===== config.mk =====
export PLATFORM = sky130hd
export DESIGN_NAME = mem_access_unit
export DESIGN_NICKNAME = d
export VERILOG_FILES = /design/src/rtl/mem_access_unit.sv
export SDC_FILE = /design/constraint.sdc
export NUM_CORES = 1
export LEC_CHECK = 0
export ABC_AREA = 1
export CAP_MARGIN = 20
export CORE_MARGIN = 5
export CORE_UTILIZATION = 40
export DETAILED_ROUTE_END_ITERATION = 7
export GPL_TIMING_DRIVEN = 0
export PLACE_DENSITY = 0.77
export SYNTH_ARGS = -nofsm -noshare
export SYNTH_HDL_FRONTEND = slang
export SYNTH_SLANG_ARGS = --single-unit

===== constraint.sdc =====
create_clock -name clk -period 7.3 [get_ports clk]
set_input_delay 1.46 -clock clk [delete_from_list [all_inputs] [get_ports clk]]
set_output_delay 1.46 -clock clk [all_outputs]
set_load 0.005 [all_outputs]

===== src/rtl/mem_access_unit.sv =====
// mem_access_unit: load/store unit between the EX/MEM register and a word-wide data memory.
// Latency: load accept N -> load_valid N+2; word store writes in N+1; sub-word store writes in N+2.
// Backpressure: req_ready only in IDLE; a request offered while busy is ignored.
//
// Ports: clk/rst (async active-high); req_* request in; mem_* word-indexed data memory
// (mem_rdata combinational); load_valid/load_data result; misalign_trap pulse.
// Optional macro LSU_MISALIGN_TRAP_EN: trap misaligned half/word requests instead of
// forcing their alignment.
module mem_access_unit #(
  parameter int ADDR_BITS = 10
) (
  input  logic        clk,
  input  logic        rst,
  input  logic        req_valid,
  output logic        req_ready,
  input  logic        req_we,
  input  logic [1:0]  req_size,
  input  logic        req_signed,
  input  logic [31:0] req_addr,
  input  logic [31:0] req_wdata,
  output logic [31:0] mem_addr,
  output logic        mem_we,
  output logic [31:0] mem_wdata,
  input  logic [31:0] mem_rdata,
  output logic        load_valid,
  output logic [31:0] load_data,
  output logic        misalign_trap
);

  typedef enum logic [1:0] {IDLE, ACCESS, WRITE} state_t;

  state_t                 r_state, w_next;
  logic [ADDR_BITS+1:0]   r_addr;
  logic [1:0]             r_size;
  logic                   r_signed;
  logic                   r_we;
  logic [31:0]            r_wdata;
  logic [31:0]            r_merged;
  logic [31:0]            r_load_data;
  logic                   r_load_valid;
  logic                   w_accept;
  logic                   w_misalign;
  logic                   w_subword_store;
  logic [7:0]             w_byte;
  logic [15:0]            w_half;
  logic [31:0]            w_load_ext;
  logic [31:0]            w_merged;
  logic                   w_unused_addr;

  // Address bits above the memory's reach are deliberately dropped.
  assign w_unused_addr = ^req_addr[31:ADDR_BITS+2];

  assign w_accept = req_valid && (r_state == IDLE);
  assign mem_addr = {{(32-ADDR_BITS){1'b0}}, r_addr[ADDR_BITS+1:2]};

`ifdef LSU_MISALIGN_TRAP_EN
  logic r_trap;
  assign w_misalign = ((r_size == 2'b01) && r_addr[0]) || (r_size[1] && (r_addr[1:0] != 2'b00));
  assign misalign_trap = r_trap;
  always_ff @(posedge clk or posedge rst) begin
    if (rst) r_trap <= 1'b0;
    else     r_trap <= (r_state == ACCESS) && w_misalign;
  end
`else
  assign w_misalign    = 1'b0;
  assign misalign_trap = 1'b0;
`endif

  // Size 11 behaves as a word, so only size[1]==0 is a sub-word access.
  assign w_subword_store = r_we && !r_size[1];

  // Lane extraction and sign/zero extension of the load result.
  always_comb begin
    w_byte = mem_rdata[{r_addr[1:0], 3'b000} +: 8];
    w_half = r_addr[1] ? mem_rdata[31:16] : mem_rdata[15:0];
    case (r_size)
      2'b00:   w_load_ext = {{24{r_signed & w_byte[7]}}, w_byte};
      2'b01:   w_load_ext = {{16{r_signed & w_half[15]}}, w_half};
      default: w_load_ext = mem_rdata;
    endcase
  end

  // Read-modify-write merge: insert the low store bits into the addressed lane.
  always_comb begin
    w_merged = mem_rdata;
    if (r_size == 2'b00) w_merged[{r_addr[1:0], 3'b000} +: 8]   = r_wdata[7:0];
    else                 w_merged[{r_addr[1], 4'b0000} +: 16]   = r_wdata[15:0];
  end

  // FSM: state register
  always_ff @(posedge clk or posedge rst) begin
    if (rst) r_state <= IDLE;
    else     r_state <= w_next;
  end

  // FSM: next state
  always_comb begin
    w_next = r_state;
    case (r_state)
      IDLE:    if (req_valid) w_next = ACCESS;
      ACCESS:  w_next = (w_subword_store && !w_misalign) ? WRITE : IDLE;
      WRITE:   w_next = IDLE;
      default: w_next = IDLE;
    endcase
  end

  // FSM: outputs. Decoded from the async-reset state, so rst drops mem_we at once.
  always_comb begin
    req_ready = (r_state == IDLE);
    mem_we    = 1'b0;
    mem_wdata = r_wdata;
    case (r_state)
      ACCESS:  mem_we = r_we && r_size[1] && !w_misalign;
      WRITE: begin
        mem_we    = 1'b1;
        mem_wdata = r_merged;
      end
      default: ;
    endcase
  end

  // Request capture and result registers
  always_ff @(posedge clk or posedge rst) begin
    if (rst) begin
      r_addr       <= '0;
      r_size       <= 2'b00;
      r_signed     <= 1'b0;
      r_we         <= 1'b0;
      r_wdata      <= '0;
      r_merged     <= '0;
      r_load_data  <= '0;
      r_load_valid <= 1'b0;
    end else begin
      r_load_valid <= 1'b0;
      if (w_accept) begin
        r_addr   <= req_addr[ADDR_BITS+1:0];
        r_size   <= req_size;
        r_signed <= req_signed;
        r_we     <= req_we;
        r_wdata  <= req_wdata;
      end
      if (r_state == ACCESS && !w_misalign) begin
        if (!r_we) begin
          r_load_data  <= w_load_ext;
          r_load_valid <= 1'b1;
        end else if (w_subword_store) begin
          r_merged <= w_merged;
        end
      end
    end
  end

  assign load_valid = r_load_valid;
  assign load_data  = r_load_data;

endmodule


* Word level (Yosys, flattened, before mapping) *
Cells that the tools add are included.
W data, S select, Z words.

word-level totals
  flip-flop bits (word level) = 115
  output and inout port bits = 100
  logic and storage cells = 43
  input port bits = 103

cells by class
  add/sub/neg operators = 2
  equality and inequality tests = 4
  bitwise gates (word level) = 3
  shift-type cells = 5
  reductions and logical operators = 8
  multiplexer cells = 12

operators with widths
  kind                       number
  $bwmux W32                 2
  $mux W32                   2
  $pmux W32 S2               1
  $shift A16 B7 Y32 const A  1
  $shift A8 B7 Y32 const A   1
  $shiftx A16 B7 Y32         1
  $shiftx A32 B6 Y8          1
  $shiftx A8 B7 Y32          1
  $mux W16                   1
  $neg A5 Y7                 2
  $eq A2 B1 Y1 const B       2
  $logic_not A2 Y1           2
  $mux W2                    2
  $pmux W2 S2                1
  $logic_and A1 B1 Y1        3
  $reduce_and A3 Y1          1
  $and A1 B1 Y1              2
  $eq A2 B2 Y1 const B       1
  $mux W1                    2
  $ne A2 B2 Y1 const B       1
  $pmux W1 S2                1
  $reduce_and A2 Y1          1
  $logic_not A1 Y1           1
  $not A1 Y1                 1

* Logic depth before layout (Yosys ltp) *
Gate-level depths: netlist of the first run.

  word-level depth = 4
  mapped depth = 11
  depth with buffers taken out = 9

* Worst setup path after synthesis of the first run *
OpenSTA, ideal clock, no wires.

  path type = register -> output
  start = register r_state[0]
  end = output mem_wdata[10]
  cell stages (with the launch flop) = 7
  data arrival time = 1.276 ns
  data required time = 5.840 ns
  path buffers = 2
  slack = 4.564 ns
  cell sequence = dfrtp_1 -> inv_1 -> ha_1 -> clkbuf_1 -> clkbuf_1 -> nand2_1 -> o21ai_0

on the way
  longest elaborated chain between the ends = 2

ends and longest elaborated chain
  element                 line  RTL
  start, declared         32    state_t r_state, w_next;
  start signal, assigned  93    else r_state <= w_next;
  $eq A2 B2 Y1            112   case (r_state)
  $mux W32                112
  end, declared           23    output logic [31:0] mem_wdata,

Every way passes these cells.

* Worst setup path after layout of the first run *
  start = register r_state[0]
  end = output mem_wdata[6]

Same word-level chain as after synthesis.

==> results of run 1 <==
cells in the final DEF, fill, tap and decap left out, types with 3 or more instances in the layout:
cell type          n
a21oi_1          108
a21oi_4           10
buf_1              4
buf_2             20
buf_4             35
clkbuf_1          25
clkbuf_16         17
clkdlybuf4s50_1  159
clkinv_2           3
clkinvlp_4         3
conb_1            23
dfrtp_1          115
ha_1               8
inv_1             74
inv_2              3
mux2_2            11
nand2_1          211
nand3_1           32
nor2_1            89
nor2_2             3
o21ai_0          131
o21ai_1           12
worst max-delay path, delay by kind of cell, from the launching register on:
family / cells / cell delay, ns
buffers and inverters: 4 / 1.67
DFF: 1 / 0.38
adders and majority gates: 1 / 0.17
AOI/OAI and AO/OA: 1 / 0.15
and+or+nand+nor: 1 / 0.14
report_power, final:
group | internal [mW] | switching (mW) | leakage [nW]
registers | 0.960 | 0.173 | 1.33
clock network | 0.478 | 0.294 | 0.260
logic | 0.971 | 1.24 | 2.74
per-layer routing:
layer	GRT usage	wire, um	vias to the layer above
li1	-	-	3284
met1	0.340	10200	3221
met2	0.380	11000	329
met3	0.0579	2050	39
met4	0.0775	509	0
met5	0	0	-
final timing paths:
check	from	end	slack, ns	cells past startpoint
max	r_state[0]	mem_wdata[6]	2.90	7
min	load_data[10]	load_data[10]	0.47	2
max reg2reg	r_addr[1]	r_merged[23]	4.72	10
min reg2reg	load_data[10]	load_data[10]	0.47	2
max in group asynchronous	rst	r_signed	5.15	3
min in group asynchronous	rst	r_wdata[24]	1.46	2
cells by family after synthesis:
group           Yosys count  share of synthesized area
simple gates            343                      0.206
compound gates          263                      0.212
buf+inv                 167                      0.122
flops                   115                      0.426
mux                      11                     0.0183
fa+ha+maj                 8                     0.0148
other cells               1                   0.000555
stage by stage:
stage	utilization	setup slack [ns]	power, mW	hold WS (ns)	std cells
6_report	0.560	2.90	4.12	0.473	1339
3_3_place_gp	0.525	0.940	3.28	0.463	1309
2_1_floorplan	-	2.80	2.36	0.449	930
5_1_grt	0.560	2.77	4.43	0.492	1339
4_1_cts	0.560	2.91	4.12	0.481	1339
3_5_place_dp	0.527	3.44	3.32	0.466	1310
layout make-up:
cell class	count	share of cell area
repair buffers	160	0.174
clock inverters	9	0.00917
plain buffers	87	0.0556
flip-flops and latches	115	0.310
clock buffers	20	0.0492
inverters	80	0.0337
multi-input cells	648	0.338
well taps	220	0.0297
registers in the layout (all words and copies together), names as in the netlist:
register and count:
load_valid 1, r_signed 1, r_we 1, r_wdata 32, r_merged 32, r_size 2
r_state 2, load_data 32, r_addr 12
==> summary.md, run 1 <==
| Metric | Value |
|---|---|
| Final nets | 1220 |
| Setup violators final | 0 |
| Most instantiated cells after synthesis | nand2_1, o21ai_0, dfrtp_1 |
| Fmax | 227 MHz |
| Setup crit start kind | flip-flop |
| Area grow syn2layout | 37.4% |
| Grt ovf | 0 |
| Mapped Area | 0.00676 mm^2 |
| Die X | 140 um |
| Routed WL | 23.7 mm |
| Wirelength per Cell | 17.7 um |
| Clock buffer depth | 2 |
| Via-to-Cell Ratio | 5.13 |
| CP Cell Sequence | inv_1, ha_1, clkbuf_1, clkbuf_1, nand2_1, o21ai_0, clkdlybuf4s50_1 |
| WP data arrival | 2.94 ns |
| # diodes | 0 |
| Initial antenna violation count | 0 |
| Critical path data required time | 5.84 ns |
| RSZ-0062 raised after global routing | false |
| CP peak stage delay | 0.58 ns |
| Tcrit/Tclk final | 0.603 |
| Yosys reg bits | 115 |
| Post-synth top area share | 0.426 |
| Post-synthesis async set-or-reset flop share | 1.00 |
| Maximum vdd drop | 0.214 mV |
| Leak pwr | 4.33 nW |
| Pin count of the biggest net entering global routing | 64 |
| CP max stage cell | clkbuf_1 |
| Vias | 6873 |
| Post-layout minimum cycle time | 4.40 ns |
| CTS root buf | clkbuf_16 |
| CP most frequent cell | clkbuf_1 |
| Synth area leader | dfrtp_1 |
| CTS Hold Bufs | 0 |
| Fillers | 1606 |
| DIE AREA | 0.0196 mm^2 |
| Syn Inst Count | 908 |
| Die H | 140 um |
| Clk_lat worst skew | 0.42 ns |
| Num rows | 47 |
| Detail Route Antenna Nets | 0 |
| Setup_tns | 0 ns |
| Detail Placement HPWL | 17.9 mm |
| I/O pin count | 203 |
| Number of max-cap violations | 0 |
| Post-CTS setup repair buffer count | 0 |
| 1st-iter DRT viols | 935 |
| Detailed Routing Iterations Pass 1 | 6 |
| WS Path Type | flip-flop to output pin |
| Buffers on Ports | 159 |
| Element type at the critical path end | output pin |
| Rel. slew slack | 0.544 |
| Slew Limit Fails | 0 |
| Worst slew pin tran | 0.685 ns |
| Yosys warns | 0 |
| Layout cells sized above 1 | 0.112 |
| Gpl congestion | 0.944 |
| GRT Util Overall | 0.245 |
| Post-synth EDFFs | 0 |
| DP Area | 0.00874 mm^2 |
| Num CTS Buffers | 17 |
| FF/Latch Area | 0.00288 mm^2 |
| # clock sinks | 115 |
| HP Class | flip-flop to flip-flop |
| Outcome | complete, no violations |
| Design area | 0.00928 mm^2 |
| Crit-path max FO | 10 |
| Final hold vios | 0 |
| Top_reg_cell synth | dfrtp_1 |
| Syn avg cell area | 7.44 um^2 |
| Synth cell types | 31 |
| Drt drc | 0 |
| Sequential fraction of the synthesis area | 0.426 |
| Multi-input logic area | 0.00314 mm^2 |
| Power per cell area | 444 mW/mm^2 |
| Vias in the first global route | 6651 |
| First-pass GRT wire length | 37.5 mm |
| Clock slew at reported path FFs | 0.05 ns |
| CTS tree | yes |
| Post-cts gate resize count | 0 |
| Clock Skew | 0.0110 ns |
| Starting Density | 0.407 |
| H-tree levels | 4 |
| CORE AREA | 0.0166 mm^2 |
| Synth area leaders | dfrtp_1, nand2_1, o21ai_0 |
| Count leader, synth | nand2_1 |
No activity file was read; power rests on OpenSTA's default activity.
==> inputs of run 2 (changes only) <==
--- a/config.mk
+++ b/config.mk
@@ -11,7 +11,7 @@
 export CORE_UTILIZATION = 40
 export DETAILED_ROUTE_END_ITERATION = 7
 export GPL_TIMING_DRIVEN = 0
-export PLACE_DENSITY = 0.77
+export PLACE_DENSITY = 0.79
 export SYNTH_ARGS = -nofsm -noshare
 export SYNTH_HDL_FRONTEND = slang
 export SYNTH_SLANG_ARGS = --single-unit
==> constraint.sdc (replaced) <==
create_clock -name clk -period 3.95 [get_ports clk]
set_input_delay 0.79 -clock clk [delete_from_list [all_inputs] [get_ports clk]]
set_output_delay 0.79 -clock clk [all_outputs]
set_load 0.005 [all_outputs]
==> summary.md, run 2 (same netlist as run 1, synthesis figures left out) <==
| Metric | Value |
|---|---|
| Leak pwr | 4.38 nW (+1.1%) |
| 1st-iter DRT viols | 735 (-21%) |
| Vias in the first global route | 6724 (+1.1%) |
| H-tree levels | 4 (unchanged) |
| Detail Placement HPWL | 17.9 mm (about the same) |
| Clk_lat worst skew | 0.43 ns (about the same) |
| CTS root buf | clkbuf_16 |
| GRT Util Overall | 0.241 (-0.00411) |
| Critical path data required time | 3.16 ns (-2.68 ns) |
| # clock sinks | 115 (unchanged) |
| Post-layout minimum cycle time | 3.64 ns |
| CP most frequent cell | clkbuf_1 |
| I/O pin count | 203 (unchanged) |
| Pin count of the biggest net entering global routing | 63 (-1.6%) |
| Via-to-Cell Ratio | 5.18 (+0.91%) |
| First-pass GRT wire length | 37.3 mm (-0.57%) |
| CP max stage cell | clkbuf_1 |
| Reg power frac | 0.268 (-0.007) |
| WP data arrival | 2.85 ns (-0.09 ns) |
| Fmax | 275 MHz |
| CP Cell Sequence | inv_1, ha_1, clkbuf_1, clkbuf_1, nand2_1, o21ai_0, clkdlybuf4s50_1 |
| Gpl congestion | 0.939 (-0.54%) |
| Starting Density | 0.407 (unchanged) |
| Post-cts gate resize count | 0 (unchanged) |
| Number of max-cap violations | 0 (unchanged) |
| Vias | 6951 (+1.1%) |
| Die H | 140 um (unchanged) |
| Multi-input logic area | 0.00314 mm^2 (unchanged) |
| Detailed Routing Iterations Pass 1 | 6 (unchanged) |
| Wirelength per Cell | 17.7 um (-0.19%) |
| Tcrit/Tclk final | 0.921 |
| Initial antenna violation count | 0 (unchanged) |
| DIE AREA | 0.0196 mm^2 (unchanged) |
| Pint | 4.65 mW (+93%) |
| Fillers | 1592 (-0.87%) |
| HP Class | flip-flop to flip-flop |
| Detail Route Antenna Nets | 0 (unchanged) |
| Commonest non-fill, non-tap cells in the layout | nand2_1, clkdlybuf4s50_1, o21ai_0, dfrtp_1, a21oi_1 |
| Drt drc | 0 (unchanged) |
| Slew Limit Fails | 0 (unchanged) |
| Clock Skew | 0.00930 ns (-0.00174 ns) |
| Delay-heaviest family, CP | buffers and inverters |
| Worst Path Buf+Inv | 4 (unchanged) |
| CP peak stage delay | 0.56 ns (-0.02 ns) |
| Setup violators final | 0 (unchanged) |
| Setup crit start kind | flip-flop |
| Routed WL | 23.7 mm (about the same) |
| Post-route insts no fill | 1342 (+0.22%) |
| Final nets | 1220 (unchanged) |
| Power per cell area | 836 mW/mm^2 (+89%) |
| RSZ-0062 raised after global routing | false |
| Setup_tns | 0 ns (unchanged) |
| Final hold vios | 0 (unchanged) |
| Post-CTS setup repair buffer count | 0 (unchanged) |
| FF/Latch Area | 0.00288 mm^2 (unchanged) |
| Buffers on Ports | 159 (unchanged) |
| CTS tree | yes |
| WS Path Type | flip-flop to output pin |
| Maximum vdd drop | 0.445 mV (+110%) |
| Num rows | 47 (unchanged) |
| Sw Ratio | 0.406 (-0.00909) |
| Crit-path max FO | 10 (unchanged) |
| CORE AREA | 0.0166 mm^2 (unchanged) |
| Num CTS Buffers | 17 (unchanged) |
| # diodes | 0 (unchanged) |
| Worst slew pin tran | 0.672 ns (-0.0121 ns) |
| Area grow syn2layout | 38.5% |
| Commonest non-fill, non-tap cell in the layout | nand2_1 |
| Clock buffer depth | 2 (unchanged) |
| Rel. slew slack | 0.552 (+0.00808) |
| Placed cells | 1310 (unchanged) |
| Element type at the critical path end | output pin |
| Die X | 140 um (unchanged) |
| Psw | 3.18 mW (+86%) |
| Gate power share | 0.522 (-0.015) |
| Clock slew at reported path FFs | 0.05 ns (about the same) |
| Grt ovf | 0 (unchanged) |
| CTS Hold Bufs | 0 (unchanged) |
| Clock share of power | 0.210 (+0.023) |
| Outcome | complete, no violations |
| Layout cells sized above 1 | 0.113 (+0.00148) |
-- run 2: cell count changes in the layout (fill, tap and decap cells not counted), sizes merged --
cell / delta
clkbuf: +1
bufinv: +3
clkinv: +1
clkinvlp: -2
-- run 2: tightest hold or removal path: stages, from the launching register on --
cell,delay [ns]
dfrtp_1,0.34
nand2_1,0.05
nand2_1,0.05
-- run 2: metal layers --
layer | global-route usage | wire length (um)
met3 | 0.0586 | 1960
met2 | 0.381 | 10800
met5 | 0 | 0
met1 | 0.328 | 10300
met4 | 0.0755 | 635
-- run 2: power by group through the flow --
| stage | logic, mW | registers [mW] | clock network (mW) |
|---|---|---|---|
| finish | 4.08 | 2.10 | 1.64 |
| global route | 4.50 | 2.17 | 1.72 |
| CTS | 4.07 | 2.09 | 1.65 |
| detailed placement | 4.04 | 2.10 | 0 |
| global placement | 3.98 | 2.09 | 0 |
| floorplan | 2.32 | 2.04 | 0 |
-- run 2: path summary, 6_finish.rpt --
path	startpoint	endpoint	slack [ns]	depth (start not counted)
min reg2reg	load_data[14]	load_data[14]	0.48	2
max reg2reg	r_addr[1]	r_merged[21]	1.36	10
min in group asynchronous	rst	r_wdata[27]	0.79	2
max in group asynchronous	rst	load_data[27]	2.47	3
max	r_state[0]	mem_wdata[4]	0.31	7
min	load_data[14]	load_data[14]	0.48	2
-- run 2: metrics by stage --
step | setup WS [ns] | util | area (um^2) | power [mW] | hold slack, ns
3_3_place_gp | -1.70 | 0.525 | 8700 | 6.07 | 0.463
6_report | 0.314 | 0.564 | 9360 | 7.82 | 0.478
5_1_grt | 0.113 | 0.564 | 9360 | 8.39 | 0.493
4_1_cts | 0.320 | 0.564 | 9360 | 7.82 | 0.482
2_1_floorplan | 0.116 | - | 6840 | 4.36 | 0.449
3_5_place_dp | 0.786 | 0.527 | 8740 | 6.14 | 0.466
-- run 2: area by class of cell --
| type | instances | area share |
|---|---|---|
| Clock inverter | 11 | 0.0169 |
| Multi-Input combinational cell | 648 | 0.335 |
| Clock buffer | 21 | 0.0492 |
| Timing Repair Buffer | 160 | 0.173 |
| Sequential cell | 115 | 0.308 |
| Inverter | 80 | 0.0334 |
| Buffer | 87 | 0.0551 |
| Tap cell | 220 | 0.0294 |
==> inputs of run 3 (changes only) <==
--- a/config.mk
+++ b/config.mk
@@ -5,13 +5,13 @@
 export SDC_FILE = /design/constraint.sdc
 export NUM_CORES = 1
 export LEC_CHECK = 0
-export ABC_AREA = 1
 export CAP_MARGIN = 20
 export CORE_MARGIN = 5
 export CORE_UTILIZATION = 40
+export CTS_CLUSTER_SIZE = 12
 export DETAILED_ROUTE_END_ITERATION = 7
 export GPL_TIMING_DRIVEN = 0
-export PLACE_DENSITY = 0.79
+export PLACE_DENSITY = 0.8
 export SYNTH_ARGS = -nofsm -noshare
 export SYNTH_HDL_FRONTEND = slang
 export SYNTH_SLANG_ARGS = --single-unit
==> summary.md, run 3 <==
| Metric | Value |
|---|---|
| Simple-gate portion of the synthesized area | 0.0792 (-0.127) |
| I/O pin count | 203 (unchanged) |
| Count leader, synth | dfrtp_1 |
| Maximum vdd drop | 0.451 mV (+1.3%) |
| Element type at the critical path end | output pin |
| Yosys reg bits | 115 (unchanged) |
| Yosys warns | 0 (unchanged) |
| Critical path data required time | 3.16 ns (about the same) |
| Synth Area in Compound Gates | 0.198 (-0.0144) |
| Setup violators final | 0 (unchanged) |
| Rel. slew slack | 0.474 (-0.0778) |
| Most instantiated cells after synthesis | dfrtp_1, mux2_2, a21oi_1 |
| CORE AREA | 0.0165 mm^2 (-0.35%) |
| H-tree levels | 4 (unchanged) |
| Pin count of the biggest net entering global routing | 70 (+11%) |
| Worst-case hold slack | 0.500 ns (+0.0218 ns) |
| Via-to-Cell Ratio | 5.45 (+5.3%) |
| Synth area leaders | dfrtp_1, mux2_2, mux2i_1 |
| Final nets | 916 (-25%) |
| Multi-input logic area | 0.00340 mm^2 (+8.5%) |
| Final hold vios | 0 (unchanged) |
| # clock sinks | 115 (unchanged) |
| Die X | 140 um (-0.27%) |
| WS Path Type | flip-flop to output pin |
| Crit-path max FO | 10 (unchanged) |
| Syn avg cell area | 11.1 um^2 (+49%) |
| Num CTS Buffers | 17 (unchanged) |
| Clock Skew | 0.0112 ns (+0.00185 ns) |
| Synth cell types | 46 (+48%) |
| WP data arrival | 2.83 ns (-0.02 ns) |
| Post-route insts no fill | 1036 (-23%) |
| # diodes | 0 (unchanged) |
| Post-synth top area share | 0.428 (+0.00246) |
| Placement Setup Slack | 0.792 ns (+0.00636 ns) |
| 1st-iter DRT viols | 391 (-47%) |
| Mux cell area share after synthesis | 0.202 (+0.183) |
| Gpl congestion | 0.927 (-1.3%) |
| Setup crit start kind | flip-flop |
| Drt drc | 0 (unchanged) |
| Vias in the first global route | 5749 (-15%) |
| FF/Latch Area | 0.00288 mm^2 (unchanged) |
| Die H | 140 um (-0.27%) |
| Post-CTS setup repair buffer count | 0 (unchanged) |
| HP Class | flip-flop to flip-flop |
| Wirelength per Cell | 20.3 um (+15%) |
| Detail Route Antenna Nets | 0 (unchanged) |
| Detailed Routing Iterations Pass 1 | 5 (-1) |
| Vias | 5650 (-19%) |
| Sequential fraction of the synthesis area | 0.428 (+0.00246) |
| Xor and xnor fraction of the mapped netlist area | 0 (unchanged) |
| Leak pwr | 3.92 nW (-11%) |
| Main combinational cell family by area after synthesis | multiplexers |
| Commonest non-fill, non-tap cells in the layout | clkdlybuf4s50_1, dfrtp_1, mux2_2, a21oi_1, mux2i_1 |
| Routed WL | 21.0 mm (-11%) |
| Grt ovf | 0 (unchanged) |
| Fillers | 1460 (-8.3%) |
| Worst slew pin tran | 0.787 ns (+0.115 ns) |
| Post-synth EDFFs | 0 (unchanged) |
| Starting Density | 0.406 (-0.000898) |
| Post-layout minimum cycle time | 3.62 ns (-0.0152 ns) |
| First-pass GRT wire length | 32.9 mm (-12%) |
| RSZ-0062 raised after global routing | false |
| Syn Inst Count | 604 (-33%) |
| Slew Limit Fails | 0 (unchanged) |
| Final core occ | 0.562 (-0.00208) |
| Synthesized-area fraction occupied by adder cells | 0.0149 (+0.0000856) |
| Setup WS post-layout | 0.329 ns (+0.0152 ns) |
| Top_reg_cell synth | dfrtp_1 |
| CTS Hold Bufs | 0 (unchanged) |
| Clk_lat worst skew | 0.43 ns (about the same) |
| Commonest non-fill, non-tap cell in the layout | clkdlybuf4s50_1 |
| Detail Placement HPWL | 15.6 mm (-13%) |
| Power per cell area | 869 mW/mm^2 (+3.9%) |
| Clock buffer depth | 2 (unchanged) |
| Buffers on Ports | 159 (unchanged) |
| Mapped Area | 0.00672 mm^2 (-0.57%) |
| DIE AREA | 0.0195 mm^2 (-0.54%) |
| Post-synthesis async set-or-reset flop share | 1.00 (unchanged) |
| Fmax | 276 MHz (+0.42%) |
| Placed cells | 1006 (-23%) |
| Synth area leader | dfrtp_1 |
| Tcrit/Tclk final | 0.917 (-0.00384) |
| Num rows | 47 (unchanged) |
| Clock slew at reported path FFs | 0.05 ns (about the same) |
| Initial antenna violation count | 0 (unchanged) |
| Post-cts gate resize count | 0 (unchanged) |
| CTS tree | yes |
| GRT Util Overall | 0.216 (-0.0247) |
| CTS root buf | clkbuf_16 |
| Outcome | complete, no violations |
| Area grow syn2layout | 38.3% |
| Layout cells sized above 1 | 0.241 (+0.128) |
| Number of max-cap violations | 0 (unchanged) |
[run 3: cell families (layout without fill, tap and decap cells)]
logic type      after synthesis  in the layout
compound gates              167            167
simple gates                 97             97
fa+ha+maj                     8              8
flops                       115            115
mux                         124            124
buf+inv                      92            282
other cells                   1             23
[run 3: path summary, 6_finish.rpt]
| check | from | endpoint | slack, ns | depth (start not counted) |
|---|---|---|---|---|
| max | r_state[0] | mem_wdata[10] | 0.33 | 6 |
| min | r_wdata[18] | r_wdata[18] | 0.50 | 1 |
| max reg2reg | r_addr[1] | r_merged[25] | 1.49 | 6 |
| min reg2reg | r_wdata[18] | r_wdata[18] | 0.50 | 1 |
| max in group asynchronous | rst | load_data[8] | 2.48 | 3 |
| min in group asynchronous | rst | r_wdata[22] | 0.76 | 2 |
[run 3: critical path, stage by stage, from the launching register on]
cell	delay (ns)
dfrtp_1	0.40
inv_1	0.09
ha_1	0.15
clkbuf_1	0.33
clkbuf_1	0.54
mux2_2	0.45
clkdlybuf4s50_1	0.46
[run 3: cell type report]
class	count	area share
buffer	81	0.0515
tap	220	0.0296
multi-input combinational	419	0.366
clock inverter	4	0.00754
timing repair buffer	160	0.174
inverter	11	0.00498
sequential	115	0.310
clock buffer	26	0.0559
[run 3: per-stage QoR]
step / setup TNS (ns) / cell area [um^2] / power, mW
after CTS: 0 / 9290 / 8.10
after global routing: 0 / 9290 / 8.57
after global placement: -200.94 / 8670 / 6.43
after detailed placement: 0 / 8700 / 6.51
after floorplan: 0 / 6800 / 4.75
final: 0 / 9290 / 8.07
[run 3: metal layers]
metal,global-route usage,routed length [um],part of all wire,vias up
met5,0,0,0,-
met4,0.0872,625,0.030,0
met3,0.0587,1720,0.082,41
met2,0.331,9780,0.47,255
met1,0.292,8890,0.42,2744
li1,-,-,-,2610
[run 3: where the power goes]
group | internal, mW | switching [mW]
combinational | 2.33 | 1.90
clock | 1.02 | 0.534
sequential | 1.78 | 0.505
